==> config.mk <==
export PLATFORM = sky130hd
export DESIGN_NAME = obi_arbiter_2to1
export DESIGN_NICKNAME = d
export VERILOG_FILES = /design/src/rtl/obi_pkg.sv /design/src/rtl/obi_rr_pick.sv /design/src/rtl/obi_arbiter_2to1.sv
export SDC_FILE = /design/constraint.sdc
export NUM_CORES = 1
export LEC_CHECK = 0
export ABC_AREA = 1
export CORE_AREA = 2 2 124 126
export CTS_CLUSTER_DIAMETER = 150
export DETAILED_ROUTE_END_ITERATION = 12
export DIE_AREA = 0 0 126 128
export GPL_TIMING_DRIVEN = 0
export PLACE_DENSITY_LB_ADDON = 0.15
export SYNTH_ARGS = -nofsm -noshare
export SYNTH_HDL_FRONTEND = slang
export SYNTH_SLANG_ARGS = --single-unit
export TNS_END_PERCENT = 30
==> constraint.sdc <==
create_clock -name clk_i -period 2.98 [get_ports clk_i]
set_input_delay 0.894 -clock clk_i [delete_from_list [all_inputs] [get_ports clk_i]]
set_output_delay 0.894 -clock clk_i [all_outputs]
set_load 0.005 [all_outputs]
==> src/rtl/obi_pkg.sv <==
// obi_pkg: shared FSM encoding and defaults for the OBI 2:1 arbiter
// Contents: obi_arb_state_t (IDLE/ADDR/RESP/TOUT), OBI_TIMEOUT_DEFAULT response-wait limit
package obi_pkg;
    typedef enum logic [1:0] {IDLE, ADDR, RESP, TOUT} obi_arb_state_t;
    localparam int unsigned OBI_TIMEOUT_DEFAULT = 16;
endpackage

==> src/rtl/obi_rr_pick.sv <==
// obi_rr_pick: combinational two-way winner select with a priority pointer
// Ports: i_req0/i_req1 requests, i_prio manager favoured on contention, o_win winning manager index
module obi_rr_pick (
    input  logic i_req0,
    input  logic i_req1,
    input  logic i_prio,
    output logic o_win
);
    assign o_win = (i_req0 && i_req1) ? i_prio : i_req1;
endmodule

==> src/rtl/obi_arbiter_2to1.sv <==
// obi_arbiter_2to1: shares one OBI subordinate between two managers, one transaction outstanding
// Ports: clk_i/reset_ni clock and async active-low reset; m0_*/m1_* manager address and response
// channels; s_* subordinate channel. Response wait limited by TIMEOUT_CYCLES, then an error response.
module obi_arbiter_2to1 import obi_pkg::*; #(
    parameter int unsigned ADDR_WIDTH     = 32,
    parameter int unsigned DATA_WIDTH     = 32,
    parameter int unsigned TIMEOUT_CYCLES = OBI_TIMEOUT_DEFAULT
) (
    input  logic                    clk_i,
    input  logic                    reset_ni,
    input  logic                    m0_req_i,
    output logic                    m0_gnt_o,
    input  logic [ADDR_WIDTH-1:0]   m0_addr_i,
    input  logic                    m0_we_i,
    input  logic [DATA_WIDTH/8-1:0] m0_be_i,
    input  logic [DATA_WIDTH-1:0]   m0_wdata_i,
    output logic                    m0_rvalid_o,
    input  logic                    m0_rready_i,
    output logic [DATA_WIDTH-1:0]   m0_rdata_o,
    output logic                    m0_err_o,
    input  logic                    m1_req_i,
    output logic                    m1_gnt_o,
    input  logic [ADDR_WIDTH-1:0]   m1_addr_i,
    input  logic                    m1_we_i,
    input  logic [DATA_WIDTH/8-1:0] m1_be_i,
    input  logic [DATA_WIDTH-1:0]   m1_wdata_i,
    output logic                    m1_rvalid_o,
    input  logic                    m1_rready_i,
    output logic [DATA_WIDTH-1:0]   m1_rdata_o,
    output logic                    m1_err_o,
    output logic                    s_req_o,
    input  logic                    s_gnt_i,
    output logic [ADDR_WIDTH-1:0]   s_addr_o,
    output logic                    s_we_o,
    output logic [DATA_WIDTH/8-1:0] s_be_o,
    output logic [DATA_WIDTH-1:0]   s_wdata_o,
    input  logic                    s_rvalid_i,
    output logic                    s_rready_o,
    input  logic [DATA_WIDTH-1:0]   s_rdata_i,
    input  logic                    s_err_i
);
    localparam logic [7:0] TO_LIMIT = 8'(TIMEOUT_CYCLES);

    obi_arb_state_t r_state, w_state_nx;
    logic           r_owner, w_owner_nx;
    logic           r_prio, w_prio_nx;
    logic [7:0]     r_wait, w_wait_nx;
    logic           w_win, w_own_rready, w_sel, w_areq, w_resp, w_tout, w_rv, w_er;
    logic [DATA_WIDTH-1:0] w_rd;

    obi_rr_pick u_pick (
        .i_req0 (m0_req_i),
        .i_req1 (m1_req_i),
        .i_prio (r_prio),
        .o_win  (w_win)
    );

    assign w_own_rready = r_owner ? m1_rready_i : m0_rready_i;

    always_ff @(posedge clk_i or negedge reset_ni) begin
        if (!reset_ni) begin
            r_state <= IDLE;
            r_owner <= 1'b0;
            r_prio  <= 1'b0;
            r_wait  <= '0;
        end else begin
            r_state <= w_state_nx;
            r_owner <= w_owner_nx;
            r_prio  <= w_prio_nx;
            r_wait  <= w_wait_nx;
        end
    end

    always_comb begin
        w_state_nx = r_state;
        w_owner_nx = r_owner;
        w_prio_nx  = r_prio;
        w_wait_nx  = r_wait;
        case (r_state)
            IDLE: if (m0_req_i || m1_req_i) begin
                w_owner_nx = w_win;
                w_state_nx = s_gnt_i ? RESP : ADDR;
                w_wait_nx  = '0;
            end
            ADDR: if (s_gnt_i) begin
                w_state_nx = RESP;
                w_wait_nx  = '0;
            end
            RESP: if (s_rvalid_i) begin
                w_state_nx = w_own_rready ? IDLE : RESP;
                w_prio_nx  = w_own_rready ? !r_owner : r_prio;
            end else begin
                // Only cycles with no response at all count toward the timeout
                w_wait_nx  = r_wait + 8'd1;
                w_state_nx = (w_wait_nx == TO_LIMIT) ? TOUT : RESP;
            end
            TOUT: if (w_own_rready) begin
                w_state_nx = IDLE;
                w_prio_nx  = !r_owner;
            end
        endcase
    end

    always_comb begin
        // In IDLE the arbitration winner drives the bus before it is latched as owner
        w_sel       = (r_state == IDLE) ? w_win : r_owner;
        w_areq      = (r_state == ADDR) || (r_state == IDLE && (m0_req_i || m1_req_i));
        s_req_o     = w_areq;
        s_addr_o    = w_areq ? (w_sel ? m1_addr_i : m0_addr_i) : '0;
        s_we_o      = w_areq && (w_sel ? m1_we_i : m0_we_i);
        s_be_o      = w_areq ? (w_sel ? m1_be_i : m0_be_i) : '0;
        s_wdata_o   = w_areq ? (w_sel ? m1_wdata_i : m0_wdata_i) : '0;
        m0_gnt_o    = w_areq && !w_sel && s_gnt_i;
        m1_gnt_o    = w_areq && w_sel && s_gnt_i;
        w_resp      = (r_state == RESP);
        w_tout      = (r_state == TOUT);
        w_rv        = w_tout || (w_resp && s_rvalid_i);
        w_er        = w_tout || (w_resp && s_err_i);
        w_rd        = w_resp ? s_rdata_i : '0;
        m0_rvalid_o = w_rv && !r_owner;
        m0_err_o    = w_er && !r_owner;
        m0_rdata_o  = r_owner ? '0 : w_rd;
        m1_rvalid_o = w_rv && r_owner;
        m1_err_o    = w_er && r_owner;
        m1_rdata_o  = r_owner ? w_rd : '0;
        s_rready_o  = w_tout || (w_resp && w_own_rready);
    end
endmodule

==> flow_metrics.py, run 1 <==
metrics = {
    "synthesis": {
        "syn_area_sq_um": 2400,
        "syn_nets": 651,
        "synthCells": 470,
        "synth_area_leaders": "nand3_1, nand2_1, nor3_1",
        "synthDominantCellAreaShare": 0.304,
        "synth_cell_types": 22,
        "syn_area_per_cell_sq_um": 5.11,
        "yosysWarningCount": 0,
        "ys_ff_latch": 12,
        "synth_area_leader_cell": "nand3_1",
        "ys_seq_area_frac": 0.125,
    },
    "final_layout": {
        "nets": 1015,
        "fillCellCount": 1592,
        "mostFrequentLayoutCells": "clkdlybuf4s50_1, nand2_1, nand3_1",
        "drive_gt1_frac": 0.274,
        "seqCellArea_sq_um": 300,
        "fin_cells": 1020,
        "design_area_sq_um": 6450,
        "area_delta_synth_final_pct": 169,
        "multi_input_area_sq_um": 2010,
        "antennaDiodeCount": 0,
        "mostFrequentLayoutCell": "clkdlybuf4s50_1",
    },
    "place": {
        "io_buffer_count": 319,
        "dp_cells": 977,
        "post-place-ws_ns": -1.08,
        "globalplace.congestion": 0.893,
        "place_area_sq_um": 5830,
        "place_hpwl_microns": 13600,
    },
    "critical_path": {
        "end_kind": "primary output",
        "startpoint": "m0_req_i",
        "critPathArrivalTime_ns": 2.17,
        "required_ns": 2.09,
        "startpoint_type": "input pin",
        "r2r_start": "r_state[1]",
        "worstSetupPathType": "in -> out",
        "r2r_cells": 10,
        "cp_max_fo": 5,
    },
    "power": {
        "p_leak_nw": 3.38,
        "powerDensity_nw_per_um2": 847,
        "peakVddDrop_mv": 0.298,
    },
    "clock_tree": {
        "root_buffer": "clkbuf_16",
        "clk_pin_slew_worst_paths_ns": 0.04,
        "clock_latency_ns": 0.24,
        "cts_made_buffers": 3,
        "h-tree-depth": 1,
        "clock_path_buffers": 2,
        "clock_sinks": 12,
        "cts_tree": "built",
    },
    "global_routing": {
        "grt_pass1_wl_microns": 25500,
        "grt_overflow": 0,
        "grt_pass1_vias": 4727,
        "grt_start_max_net_pins": 13,
        "grt_usage": 0.195,
        "antenna_found_initial": 0,
    },
    "min_path": {
        "min_from": "r_prio",
        "whs_path_depth": 2,
        "hp-class": "reg -> reg",
    },
    "timing": {
        "fmax_mhz": 326,
        "relSlewSlack": 0.610,
        "finalHoldViolCount": 0,
        "rsz0062_at_grt": "true",
        "setup_ws_ns": -0.0839,
        "fin_crit_sh": 1.03,
        "finalSetupViolations": 10,
        "fin_crit_ns": 3.06,
        "worst_pin_slew_ns": 0.584,
        "finClkSkew_ns": 0.00309,
        "drv_slew": 0,
    },
    "detailed_routing": {
        "route.met2.wl_microns": 9000,
        "top_layer": "met4",
        "drt_iter0_drc": 244,
        "wl_met1_microns": 6590,
        "ant_nets": 0,
        "vias_per_cell": 4.61,
        "drc": 0,
        "vias": 4700,
        "first_pass_iters": 6,
        "wl_per_cell_microns": 16.9,
        "met3_length_microns": 1300,
        "wirelength_microns": 17200,
    },
    "die": {
        "core_sq_um": 14900,
        "die_area_sq_um": 16100,
        "start_util": 0.162,
        "die_y_microns": 128,
        "die_w_microns": 126,
        "ioPinCount": 320,
        "rows": 45,
    },
    "status": {
        "status": "complete, but fails checks",
        "violations": "negative setup slack",
    },
    "run": {
        "drv_cap": 0,
    },
}
metrics by stage:
| step | setup TNS, ns | hold WS, ns | util | total power [W] |
|---|---|---|---|---|
| 3_3_place_gp | -73.12 | 0.492 | 0.392 | 0.00428 |
| 2_1_floorplan | 0 | 0.459 | - | 0.00203 |
| 5_1_grt | -4.57 | 0.562 | 0.434 | 0.00589 |
| 4_1_cts | -2.59 | 0.516 | 0.425 | 0.00524 |
| 3_5_place_dp | -75.11 | 0.505 | 0.392 | 0.00430 |
| 6_report | -0.283 | 0.510 | 0.434 | 0.00547 |
layout make-up:
class / instances / area share
sequential: 12 / 0.0465
multi-input combinational: 362 / 0.312
buffer: 43 / 0.0525
tap: 188 / 0.0364
clock buffer: 3 / 0.0116
inverter: 51 / 0.0300
timing repair inverter: 1 / 0.00116
timing repair buffer: 360 / 0.510
Yosys cell counts:
master      n
a21oi_1     2
a21oi_2     1
and2_1      1
buf_1       2
buf_2      29
buf_4       4
clkbuf_1   10
dfrtp_1    12
ha_1        2
inv_1      48
inv_2       3
nand2_1   108
nand3_1   146
nand4_1     3
nor2_1     18
nor2_4      1
nor3_1     64
o211ai_1    1
o21ai_0    12
o21ai_1     1
o21ai_2     1
or2_2       1
critical path, stage by stage:
cell and delay [ns]:
buf_6 0.10, inv_2 0.03, o211ai_1 0.11, o21ai_4 0.15, clkinvlp_4 0.27, buf_6 0.18
buf_6 0.11, buf_6 0.11, nand3_2 0.05, nand2_1 0.05, buf_2 0.12
where the power goes:
part	leakage, nW	switching, W	total, W	internal (W)
logic	3.19	0.00255	0.00500	0.00245
registers	0.159	0.0000271	0.000230	0.000203
clock network	0.0370	0.0000634	0.000238	0.000174
total	3.38	0.00264	0.00547	0.00283
state kept, by name, indices dropped and copies added, names as in the netlist:
| name | count |
|---|---|
| r_state | 2 |
| r_wait | 8 |
| r_prio | 1 |
| r_owner | 1 |
worst paths after layout:
path | endpoint | slack [ns]
setup / recovery | s_addr_o[15] | -0.08
hold / removal | r_prio | 0.51
setup reg to reg | r_owner | 1.26
hold reg to reg | r_prio | 0.51
max in group asynchronous | r_wait[1] | 1.57
min in group asynchronous | r_owner | 1.03
metal layers:
metal	up-vias	track usage
met2	231	0.369
li1	2293	-
met3	24	0.0405
met4	0	0.0459
met5	-	0
met1	2152	0.223
logic make-up (layout without fill, tap and decap cells):
group	after synthesis	in the layout	share of synthesized area
AND/OR/NAND/NOR	342	342	0.652
buffers and inverters	96	458	0.171
AO/OA/AOI/OAI	18	18	0.0416
flip-flops	12	12	0.125
adder cells (fa/ha/maj)	2	2	0.0104
repair_timing:
| item | 4_1_cts | 5_1_grt |
|---|---|---|
| cloned | 8 | 1 |
| resized for setup | 423 | 93 |
| setup endpoints to repair | 139 | 77 |
| pin swaps | 19 | 41 |
| setup buffers | 30 | 4 |
| hold buffers | 0 | 0 |
Power figures use the tool's default switching activity.
==> run 2, diff against run 1 <==
--- a/config.mk
+++ b/config.mk
@@ -12,6 +12,7 @@
 export DIE_AREA = 0 0 126 128
 export GPL_TIMING_DRIVEN = 0
 export PLACE_DENSITY_LB_ADDON = 0.15
+export SKIP_CTS_REPAIR_TIMING = 1
 export SYNTH_ARGS = -nofsm -noshare
 export SYNTH_HDL_FRONTEND = slang
 export SYNTH_SLANG_ARGS = --single-unit
==> flow_metrics.py, run 2 (synthesis results as in run 1) <==
metrics = {
    "final_layout": {
        "fin_cells": 1010,
        "nets": 1005,
        "mostFrequentLayoutCell": "clkdlybuf4s50_1",
        "multi_input_area_sq_um": 1970,
        "fillCellCount": 1559,
        "mostFrequentLayoutCells": "clkdlybuf4s50_1, nand3_1, nand2_1",
        "seqCellArea_sq_um": 300,
        "reg_top3": "r_wait (8), r_state (2)",
        "drive_gt1_frac": 0.236,
        "largest_register_ffs": 8,
        "antennaDiodeCount": 0,
        "top_register": "r_wait",
        "area_delta_synth_final_pct": 179,
    },
    "detailed_routing": {
        "vias": 4636,
        "wirelength_microns": 17100,
        "ant_nets": 0,
        "wl_per_cell_microns": 17.0,
        "vias_per_cell": 4.59,
        "drt_iter0_drc": 218,
        "first_pass_iters": 4,
        "drc": 0,
    },
    "status": {
        "violations": "negative setup slack",
        "status": "complete, but fails checks",
    },
    "timing": {
        "timing.setup.tns_ns": -2.15,
        "fmax_mhz": 325,
        "finalSetupViolations": 40,
        "setup_ws_ns": -0.0981,
        "fin_crit_sh": 1.03,
        "finalHoldViolCount": 0,
        "relSlewSlack": 0.606,
        "fin_crit_ns": 3.08,
        "worst_pin_slew_ns": 0.589,
        "drv_slew": 0,
        "finClkSkew_ns": 0.00197,
        "rsz0062_at_grt": "true",
    },
    "global_routing": {
        "grt_pass1_wl_microns": 23700,
        "grt_pass1_vias": 4377,
        "grtUsageMet2": 0.341,
        "grt_usage": 0.181,
        "met1_usage": 0.210,
        "top_usage_layer": "met2",
        "grt_overflow": 0,
        "grt_use_met3": 0.0409,
        "grt_start_max_net_pins": 13,
        "antenna_found_initial": 0,
    },
    "clock_tree": {
        "clock_path_buffers": 2,
        "clk_pin_slew_worst_paths_ns": 0.04,
        "clock_latency_ns": 0.24,
        "clock_sinks": 12,
        "cts_made_buffers": 3,
        "root_buffer": "clkbuf_16",
        "cts_tree": "built",
        "h-tree-depth": 1,
    },
    "power": {
        "peakVddDrop_mv": 0.312,
        "p_leak_nw": 4.14,
        "powerDensity_nw_per_um2": 821,
    },
    "critical_path": {
        "startpoint_type": "input pin",
        "critPathArrivalTime_ns": 2.18,
        "cp_max_fo": 6,
        "critical_path.cell_chain": "buf_8 -> inv_2 -> o211ai_1 -> o21ai_4 -> buf_6 -> buf_6 -> buf_12 -> clkbuf_16 -> nand3_1 -> nand2_1 -> clkbuf_2",
        "critical-path-top-delay-family": "buffers and inverters",
        "critPathMostFrequentCell": "buf_6",
        "required_ns": 2.09,
        "max_stage_delay_ns": 0.25,
        "critical_path.n_buffers_inverters": 7,
        "worstSetupPathType": "in -> out",
        "cp_slowest_cell": "o211ai_1",
        "end_kind": "primary output",
    },
    "die": {
        "core_sq_um": 14900,
        "die_w_microns": 126,
        "start_util": 0.162,
        "rows": 45,
        "ioPinCount": 320,
        "die_y_microns": 128,
        "die_area_sq_um": 16100,
    },
    "place": {
        "dp_cells": 977,
        "io_buffer_count": 319,
        "globalplace.congestion": 0.893,
        "post-place-ws_ns": -1.08,
        "place_hpwl_microns": 13600,
    },
    "run": {
        "drv_cap": 0,
    },
    "min_path": {
        "hp-class": "reg -> reg",
    },
}
run 2: cell types whose count changed in the layout (fill, tap and decap cells not counted), moves of 13 or more:
cell	delta
dlygate4sd2_1	-66
buf_6	-27
dlymetal6s2s_1	+65
clkdlybuf4s50_1	+13
nand3_1	+16
buf_2	-34
clkbuf_2	+20
nand3_2	-16
run 2: worst paths after layout:
check / start / end / slack (ns) / depth (start not counted)
worst min register to register: r_prio / r_prio / 0.51 / 2
max in group asynchronous: reset_ni / r_wait[1] / 1.56 / 1
worst min-delay path: r_prio / r_prio / 0.51 / 2
worst max register to register: r_state[1] / r_owner / 1.36 / 9
min in group asynchronous: reset_ni / r_state[1] / 1.04 / 1
worst max-delay path: m0_req_i / s_addr_o[1] / -0.1 / 11
run 2: per-stage QoR:
stage                     instance area [sq um]  power [W]   util  hold WS [ns]
after global placement                     5830    0.00428  0.392         0.492
after global routing                       6710    0.00590  0.451         0.562
after floorplan                            2400    0.00203      -         0.459
after CTS                                  5910    0.00456  0.397         0.516
final                                      6710    0.00550  0.451         0.505
after detailed placement                   5830    0.00430  0.392         0.505
run 2: cell type report:
type | count | area share
repair buffers | 348 | 0.523
multi-input cells | 362 | 0.294
plain buffers | 45 | 0.0601
flip-flops and latches | 12 | 0.0448
well taps | 188 | 0.0351
inverters | 51 | 0.0293
clock buffers | 3 | 0.0112
repair inverters | 1 | 0.00243
run 2: where the power goes:
part           total, W  switching [W]  internal, W
clock network  0.000236      0.0000623     0.000174
registers      0.000230      0.0000272     0.000203
logic           0.00504        0.00250      0.00254
total           0.00550        0.00259      0.00292
run 2: per-layer routing:
layer / part of all wire / routed length (microns)
met1: 0.39 / 6620
met5: 0 / 0
met3: 0.074 / 1270
met4: 0.016 / 269
met2: 0.52 / 8970
run 2: worst register-to-register path, cell delays in order, from the launching register on:
cell and delay [ns]:
dfrtp_1 0.36, buf_4 0.17, nor2_4 0.16, o211ai_1 0.15
o21ai_4 0.15, clkinv_4 0.11, buf_8 0.15, buf_6 0.13
buf_4 0.14, nand2_1 0.05
==> run 3, diff against run 2 <==
--- a/config.mk
+++ b/config.mk
@@ -6,13 +6,13 @@
 export NUM_CORES = 1
 export LEC_CHECK = 0
 export ABC_AREA = 1
-export CORE_AREA = 2 2 124 126
+export CAP_MARGIN = 20
+export CORE_AREA = 2 2 125 127
 export CTS_CLUSTER_DIAMETER = 150
 export DETAILED_ROUTE_END_ITERATION = 12
-export DIE_AREA = 0 0 126 128
+export DIE_AREA = 0 0 127 129
 export GPL_TIMING_DRIVEN = 0
 export PLACE_DENSITY_LB_ADDON = 0.15
-export SKIP_CTS_REPAIR_TIMING = 1
 export SYNTH_ARGS = -nofsm -noshare
 export SYNTH_HDL_FRONTEND = slang
 export SYNTH_SLANG_ARGS = --single-unit
==> constraint.sdc (replaced) <==
create_clock -name clk_i -period 3.2 [get_ports clk_i]
set_input_delay 0.96 -clock clk_i [delete_from_list [all_inputs] [get_ports clk_i]]
set_output_delay 0.96 -clock clk_i [all_outputs]
set_load 0.005 [all_outputs]
==> flow_metrics.py, run 3 (synthesis results as in run 1) <==
metrics = {
    "die": {
        "ioPinCount": 320,
        "die_area_sq_um": 16400,
        "die_w_microns": 127,
        "core_sq_um": 15000,
        "die_y_microns": 129,
        "start_util": 0.160,
        "rows": 45,
    },
    "detailed_routing": {
        "drt_iter0_drc": 198,
        "vias": 4479,
        "ant_nets": 0,
        "drc": 0,
        "wl_per_cell_microns": 16.6,
        "first_pass_iters": 4,
        "vias_per_cell": 4.47,
        "wirelength_microns": 16600,
    },
    "global_routing": {
        "grt_overflow": 0,
        "antenna_found_initial": 0,
        "grt_start_max_net_pins": 13,
        "grt_pass1_wl_microns": 24700,
        "grt_pass1_vias": 4487,
        "grt_usage": 0.190,
    },
    "status": {
        "status": "finished, final reports clean",
    },
    "place": {
        "place_area_sq_um": 5830,
        "dp_cells": 977,
        "place_hpwl_microns": 13700,
        "globalplace.congestion": 0.902,
        "io_buffer_count": 319,
    },
    "power": {
        "peakVddDrop_mv": 0.314,
        "powerDensity_nw_per_um2": 746,
        "p_leak_nw": 3.22,
    },
    "final_layout": {
        "mostFrequentLayoutCell": "clkdlybuf4s50_1",
        "mostFrequentLayoutCells": "clkdlybuf4s50_1, nand3_1, nand2_1",
        "design_area_sq_um": 6130,
        "fin_cells": 1002,
        "reg_top3": "r_wait (8), r_state (2)",
        "top_register": "r_wait",
        "area_delta_synth_final_pct": 155,
        "antennaDiodeCount": 0,
        "largest_register_ffs": 8,
        "nets": 996,
        "fin_util": 0.410,
        "drive_gt1_frac": 0.170,
    },
    "critical_path": {
        "startpoint_type": "input pin",
        "cp_max_fo": 2,
        "rrSetupSlack_ns": 1.55,
        "r2r_cells": 8,
        "critPathArrivalTime_ns": 2.21,
        "worstSetupPathType": "in -> out",
        "required_ns": 2.24,
        "end_kind": "primary output",
    },
    "timing": {
        "finalSetupViolations": 0,
        "fin_crit_ns": 3.17,
        "drv_slew": 0,
        "relSlewSlack": 0.590,
        "timing.setup.tns_ns": 0,
        "worst_pin_slew_ns": 0.614,
        "fmax_mhz": 316,
        "fin_crit_sh": 0.990,
        "finalHoldViolCount": 0,
        "rsz0062_at_grt": "true",
        "finClkSkew_ns": 0.000652,
    },
    "run": {
        "drv_cap": 0,
    },
    "min_path": {
        "whs_path_depth": 2,
        "hp-class": "reg -> reg",
    },
    "clock_tree": {
        "clock_sinks": 12,
        "h-tree-depth": 1,
        "clock_path_buffers": 2,
        "hold_buffers": 0,
        "cts_made_buffers": 3,
        "clk_pin_slew_worst_paths_ns": 0.04,
        "root_buffer": "clkbuf_16",
        "cts_tree": "built",
        "clock_latency_ns": 0.24,
    },
}
[run 3: cell type report]
cell class	instances	area, sq um
Multi-Input combinational cell	362	1750
Buffer	45	357
Fill cell	1633	8840
Clock buffer	4	88.8
Inverter	51	196
Timing Repair Buffer	340	3210
Tap cell	188	235
Sequential cell	12	300
[run 3: what timing repair did]
item,CTS,global route
resized for setup,226,94
setup buffers,18,0
gates cloned,3,0
endpoints found under the hold margin,0,0
setup endpoints to repair,81,86
pin swaps,5,3
[run 3: worst max-delay path, cell delays in order]
cell and delay, ns:
clkdlybuf4s50_1 0.46, inv_1 0.06, nor3_1 0.19, clkdlybuf4s50_1 0.54
[run 3: metrics by stage]
stage | hold slack [ns] | setup WS (ns) | total power [W]
floorplan | 0.459 | 0.524 | 0.00189
global placement | 0.482 | -0.997 | 0.00402
detailed placement | 0.483 | -1.04 | 0.00403
CTS | 0.497 | -0.00729 | 0.00474
global route | 0.559 | -0.0406 | 0.00500
finish | 0.492 | 0.0310 | 0.00458
[run 3: path summary, 6_finish.rpt]
| path | start | to |
|---|---|---|
| setup / recovery | s_rdata_i[13] | m1_rdata_o[13] |
| hold / removal | r_prio | r_prio |
| setup reg to reg | r_state[1] | r_owner |
| hold reg to reg | r_prio | r_prio |
| max in group asynchronous | reset_ni | r_state[1] |
| min in group asynchronous | reset_ni | r_wait[0] |
[run 3: metal layers]
| layer | vias to the layer above | GRT usage | part of all wire |
|---|---|---|---|
| li1 | 2254 | - | - |
| met1 | 1998 | 0.222 | 0.38 |
| met2 | 211 | 0.352 | 0.52 |
| met3 | 16 | 0.0387 | 0.076 |
| met4 | 0 | 0.0511 | 0.024 |
| met5 | - | 0 | 0 |
[run 3: power by group]
group,internal [W],switching (W)
registers,0.000189,0.0000254
clock network,0.000189,0.0000663
logic,0.00203,0.00208
total,0.00241,0.00217
